===== config.mk =====
export PLATFORM = sky130hd
export DESIGN_NAME = seq_scan_ctrl
export DESIGN_NICKNAME = d
export VERILOG_FILES = /design/src/rtl/seq_scan_ctrl.sv
export SDC_FILE = /design/constraint.sdc
export NUM_CORES = 1
export LEC_CHECK = 0
export CAP_MARGIN = 30
export CELL_PAD_IN_SITES_DETAIL_PLACEMENT = 1
export CELL_PAD_IN_SITES_GLOBAL_PLACEMENT = 1
export CORE_ASPECT_RATIO = 0.5
export CORE_UTILIZATION = 40
export CTS_BUF_LIST = sky130_fd_sc_hd__clkbuf_4 sky130_fd_sc_hd__clkbuf_8
export DETAILED_ROUTE_END_ITERATION = 12
export PLACE_DENSITY = 0.81
export SLEW_MARGIN = 10
export SYNTH_ARGS = -nofsm -noshare
export SYNTH_HDL_FRONTEND = slang
export SYNTH_SLANG_ARGS = --single-unit

===== constraint.sdc =====
create_clock -name clk -period 3.57 [get_ports clk]
set_input_delay 0.714 -clock clk [delete_from_list [all_inputs] [get_ports clk]]
set_output_delay 0.714 -clock clk [all_outputs]
set_load 0.05 [all_outputs]

===== src/rtl/seq_scan_ctrl.sv =====
// seq_scan_ctrl: serialises handshaked words MSB-first into a history register
// and reports programmable-pattern hits with position, count and a done pulse.
module seq_scan_ctrl #(
    parameter int DATA_W    = 8,
    parameter int PAT_W_MAX = 8,
    parameter int CNT_W     = 16
) (
    input  logic                 clk,
    input  logic                 rst,
    input  logic                 start,
    input  logic                 abort,
    input  logic [PAT_W_MAX-1:0] cfg_pattern,
    input  logic [3:0]           cfg_len,
    input  logic                 cfg_overlap,
    input  logic                 in_valid,
    input  logic [DATA_W-1:0]    in_data,
    input  logic                 in_last,
    output logic                 in_ready,
    output logic                 hit,
    output logic [CNT_W-1:0]     hit_pos,
    output logic [CNT_W-1:0]     match_count,
    output logic                 busy,
    output logic                 done,
    output logic [1:0]           state_out
);
    typedef enum logic [1:0] {IDLE, LOAD, SHIFT, DONE} state_t;
    localparam int SW = $clog2(DATA_W);
    localparam logic [3:0] PMAX = 4'(PAT_W_MAX);
    localparam logic [SW-1:0] SLAST = SW'(DATA_W - 1);
    state_t state, state_n;
    logic [PAT_W_MAX-1:0] pat, hist, hist_n, mask;
    logic [3:0] len, fill, fill_n, len_cfg;
    logic ovl, last, match;
    logic [DATA_W-1:0] word;
    logic [SW-1:0] shcnt;
    logic [CNT_W-1:0] bitcnt;
    assign len_cfg = (cfg_len == 4'd0) ? 4'd1 : (cfg_len > PMAX) ? PMAX : cfg_len;
    assign hist_n = {hist[PAT_W_MAX-2:0], word[DATA_W-1]};
    assign fill_n = (fill == PMAX) ? fill : fill + 4'd1;
    assign mask = (PAT_W_MAX'(1) << len) - PAT_W_MAX'(1);
    assign match = (state == SHIFT) && !abort && (fill_n >= len) && (((hist_n ^ pat) & mask) == '0);
    assign in_ready = (state == LOAD);
    assign busy = (state != IDLE);
    assign done = (state == DONE);
    assign state_out = state;
    always_comb begin
        state_n = IDLE;
        case (state)
            IDLE:    state_n = start ? LOAD : IDLE;
            LOAD:    state_n = in_valid ? SHIFT : LOAD;
            SHIFT:   state_n = (shcnt == SLAST) ? (last ? DONE : LOAD) : SHIFT;
            default: state_n = IDLE;
        endcase
        if (abort) state_n = IDLE;
    end
    always_ff @(posedge clk or posedge rst) begin
        if (rst) begin
            state       <= IDLE;
            pat         <= '0;
            len         <= '0;
            ovl         <= 1'b0;
            hist        <= '0;
            fill        <= '0;
            word        <= '0;
            last        <= 1'b0;
            shcnt       <= '0;
            bitcnt      <= '0;
            hit         <= 1'b0;
            hit_pos     <= '0;
            match_count <= '0;
        end else begin
            state <= state_n;
            hit   <= match;
            if (state == IDLE && start && !abort) begin
                pat         <= cfg_pattern;
                len         <= len_cfg;
                ovl         <= cfg_overlap;
                hist        <= '0;
                fill        <= '0;
                bitcnt      <= '0;
                match_count <= '0;
                hit_pos     <= '0;
            end
            if (state == LOAD && in_valid && !abort) begin
                word  <= in_data;
                last  <= in_last;
                shcnt <= '0;
            end
            if (state == SHIFT && !abort) begin
                hist   <= hist_n;
                word   <= word << 1;
                shcnt  <= shcnt + SW'(1);
                bitcnt <= bitcnt + CNT_W'(1);
                // non-overlapping mode demands a full fresh pattern after each hit
                fill   <= (match && !ovl) ? 4'd0 : fill_n;
                if (match) begin
                    hit_pos     <= bitcnt;
                    match_count <= (&match_count) ? match_count : match_count + CNT_W'(1);
                end
            end
        end
    end
endmodule

======== Word-level counts from Yosys, hierarchy flattened ========
Index checks and enable logic that the tools add are counted.
cells by class
  eq/ne operators ......................... 6
  order comparisons ....................... 2
  muxes and demuxes ....................... 27
  shift operators ......................... 1
  add/sub/neg operators ................... 5
  reduce and logical (&&, ||, !) cells .... 17
  bitwise logic cells ..................... 2
operators with widths
  kind                                                                count
  16-bit 2-to-1 mux                                                   9
  16-bit by 1-bit adder with 16-bit output, second input constant     2
  4-bit 2-to-1 mux                                                    6
  8-bit 2-to-1 mux                                                    2
  16-bit AND reduction                                                1
  7-bit 2-to-1 mux                                                    2
  8-bit bitwise AND                                                   1
  1-bit logical AND                                                   8
  8-bit logical NOT                                                   1
  2-bit 2-to-1 mux                                                    4
  1-bit by 4-bit left shift with 8-bit output, first input constant   1
  8-bit by 2-bit subtractor with 8-bit output, second input constant  1
  8-bit bitwise XOR                                                   1
  3-bit 2-to-1 mux                                                    2
  2-bit case mux with 3 select lines                                  1
  2-bit nonzero test                                                  3
  4-bit by 1-bit adder with 4-bit output, second input constant       1
  2-bit == test, second input constant                                2
  4-bit == test, second input constant                                1
  4-bit >= comparator                                                 1
  4-bit greater-than comparator, second input constant                1
  4-bit logical NOT                                                   1
  3-bit by 1-bit adder with 3-bit output, second input constant       1
  3-bit == test, second input constant                                1
  5 further kinds                                                     6
word-level totals
  flip-flop bits (word level) ............. 87
  logic and storage cells ................. 73

======== Longest topological paths before layout ========
  depth in word-level cells ............... 8
  gate-level depth with buffers ........... 14

======== Worst setup path before layout ========
OpenSTA, ideal clock, no wires.
  path type ............................... register -> register
  from .................................... reg len[3]
  to ...................................... reg match_count[9]
  cell stages (with the launch flop) ...... 11
  slack ................................... 885 ps
  arrival ................................. 2,606 ps
  data required time ...................... 3,491 ps
  period minus slack after synthesis ...... 2,685 ps
  library setup time ...................... 79 ps
  path through ............................ dfrtp_1 -> clkbuf_1 -> or4_4 -> ha_1 -> and2_1 -> o2111ai_1 -> nand3_1 -> nor4_4 -> buf_4 -> buf_2 -> mux2i_1
between the ends
  longest elaborated chain between the ends .. 7
RTL lines
  what                                         RTL line  RTL
  from (decl)                                  32        logic [3:0] len, fill, fill_n, len_cfg;
  from (signal assigned)                       76        len <= len_cfg;
  1-bit by 4-bit left shift with 8-bit output  40        assign mask = (PAT_W_MAX'(1) << len) - PAT_W_MAX'(1);
  8-bit by 2-bit subtractor with 8-bit output  40
  8-bit bitwise AND                            41        assign match = (state == SHIFT) && !abort && (fill_n >= len) && (((hist_n ^ pat) & mask) == '0);
  8-bit logical NOT                            41
  1-bit logical AND (*)                        41
  16-bit 2-to-1 mux                            96        if (match) begin
  16-bit 2-to-1 mux                            89        if (state == SHIFT && !abort) begin
  to (signal assigned)                         98        match_count <= (&match_count) ? match_count : match_count + CNT_W'(1);
  to (decl)                                    21        output logic [CNT_W-1:0] match_count,
Mark *: on every way between the ends. The rest lies on a longest branch, timed or not.
A chain may end at the register's enable or synchronous reset.

======== Final worst setup path ========
  from .................................... reg len[2]
  to ...................................... reg hit_pos[2]
between the ends
  longest elaborated chain between the ends .. 7
RTL lines
  what                                         RTL line  RTL
  1-bit by 4-bit left shift with 8-bit output  40
  8-bit by 2-bit subtractor with 8-bit output  40
  8-bit bitwise AND                            41
  8-bit logical NOT                            41
  1-bit logical AND (*)                        41
  16-bit 2-to-1 mux (*)                        96
  16-bit 2-to-1 mux (*)                        89
  to (signal assigned)                         97        hit_pos <= bitcnt;
  to (decl)                                    20        output logic [CNT_W-1:0] hit_pos,
Marked as above.

==> metrics.txt <==
CP Max Fanout 30; initial antenna violation count 0; Final Worst Setup Slack 0.450 ns; Avg WL per Cell 15.8 microns; Boundary Pins 65; DR iter-0 viols 155; ys async rst share 1.00; Synth Area in Simple Gates 0.189; worst reg2reg path depth 9; P_leak roughly 2.3 nW; most frequent cell after synthesis nand2_1; critical setup path kind register to register; clock root buffer clkbuf_8; commonest cells in the synthesized netlist nand2_1, dfrtp_1, o21ai_0; Core Util, Final 0.515; drc violations 0; Critical Path End Type register; CTS Buf Count 9; Reg2Reg Setup Slack 0.45 ns; ant diodes 0; Sink Count 87; post-synth top area share 0.495; CTS H-tree lvls 3; Final TNS setup 0 ns; hold depth 2; fin cells 678; Yosys reg bits just under 90; Final GP Congestion 0.834; # setup viols final 0; Post-Route WL 10700 microns; post-synthesis mux area share 0.0253; num rows 26; Total Power 2.18 mW; CTS clk-pin slew, worst paths 0.09 ns; first-pass GRT wire length 18500 microns; Tightest Pin Transition 0.587 ns; min Tclk post-route 3.12 ns; CORE AREA 10400 sq um; Synth Area in XOR/XNOR 0.0239; Worst Setup Start Kind register; largest cells by area after synthesis dfrtp_1, nand2_1, o21ai_0; Die Y 76.1 microns; RSZ-0062 raised after global routing false; Main synth FF type dfrtp_1; share of layout cells above drive strength 1 0.0595; cell count after synthesis 476; Hold Path End word[3]; fin area 5380 sq um; Via density 5.59; Layout Skew roughly 0.012 ns; WP data required 3.81 ns; Die ar. 11400 sq um; Worst VDD drop 0.198 mV; TritonCTS clock tree yes; antenna viol nets, final 0; Post-CTS Setup Repair Bufs 0; Synth Area in Compound Gates 0.199; Post-synth EDFFs 0; Worst Hold Class register to register; placed insts between 600 and 700; FMAX roughly 320 MHz; pre-CTS setup slack between 0.4 and 0.5 ns; nets 571; Max Cap Viol 0; GRT Total Usage 0.200; die outline width between 150 and 200 microns; synthesized net count 514; Slew HR 0.605; IO Port Bufs 64; TritonRoute pass-1 iters 4; vias in the first global route between 3000 and 4000; critical path arrival 3.36 ns; register area share after synthesis 0.495; final hold violation count 0; worst flop-to-flop path endpoint hit_pos[2]; Slew Viols, Final 0; fill count 1187; pin count of the biggest net entering global routing 57; status complete, no violations; Tcrit/Tclk final 0.874; GRT overflow 0; via count between 3000 and 4000; Distinct cells, synth 46; placed wire-length estimate 7530 microns; DP Area roughly 5200 sq um; pwr dens 405 nW/um^2; syn avg cell area 9.24 sq um; main combinational cell family by area after synthesis compound AO/OA/AOI/OAI gates; worst r2r src len[2]; post-CTS sizing 0; CP startpoint len[2]; Synth Cell Area about 4400 sq um; starting density of the core 0.421; cts hold-fix bufs 0; Yosys top cell by area dfrtp_1; Post-Synth Adder-Cell Area 0.0313; hold slack roughly 0.49 ns; Skew-Pair Late Insertion Delay 0.37 ns; synthesis-to-layout area growth 22.3%; Warnings, synthesis 0; Hold Path Origin word[2]; Max Buffers Root-to-Sink 2
layout by cell type (no fill, tap or decap), drive strengths merged, types with 9 or more instances in the layout:
master	instances
inv	12
a21oi	9
ha	11
buf	10
a22o	22
mux2i	10
clkbuf	10
nand2	90
clkdlybuf4s50	64
o21ai	67
dfrtp	87
nor2	27
nand3	23
flip-flops by register name, summed over array words and instances (netlist names):
register and flops:
bitcnt 16, hit_pos 16, match_count 16, pat 8, word 8, hist 7, fill 4, len 4
shcnt 3, state_out 2, hit 1, last 1, ovl 1
worst max-delay path, stage by stage, from the launching register on:
cell	delay, ns
dfrtp_1	0.49
or4_4	0.58
ha_1	0.28
and2_1	0.16
o2111ai_1	0.17
nand3_1	0.15
nor4_4	0.32
buf_4	0.36
buf_4	0.31
o21ai_0	0.14
metal layers:
layer / track usage / part of all wire
met1: 0.273 / 0.49
met2: 0.316 / 0.46
met3: 0.0395 / 0.027
met4: 0.0707 / 0.017
met5: 0 / 0
where the power goes:
part	internal [mW]	switching [mW]
Combinational	0.164	0.201
Sequential	1.07	0.0798
Clock	0.276	0.383
Total	1.51	0.664
how the worst max path moves through the flow:
| stage | endpoint | depth (start not counted) |
|---|---|---|
| 6_report | hit_pos[2] | 9 |
| 2_1_floorplan | bitcnt[0] | 1 |
| 3_5_place_dp | hit_pos[6] | 9 |
| 3_3_place_gp | hit_pos[1] | 9 |
| 5_1_grt | hit_pos[2] | 10 |
| 4_1_cts | hit_pos[6] | 9 |
cell families after synthesis:
| family | count (synthesis) |
|---|---|
| xor gates and xnor gates | 12 |
| muxes | 11 |
| buffers and inverters | 39 |
| AOI/OAI and AO/OA | 135 |
| adders and majority gates | 11 |
| and+or+nand+nor | 181 |
| DFF | 87 |
cell type report:
| cell class | instances | area, sq um | area share |
|---|---|---|---|
| clock buffer | 10 | 138 | 0.0256 |
| clock inverter | 6 | 43.8 | 0.00814 |
| inverter | 11 | 42.5 | 0.00791 |
| multi-input combinational | 350 | 2070 | 0.384 |
| sequential | 87 | 2180 | 0.405 |
| tap | 140 | 175 | 0.0326 |
| timing repair buffer | 74 | 736 | 0.137 |
No activity file was read; power rests on OpenSTA's default activity.
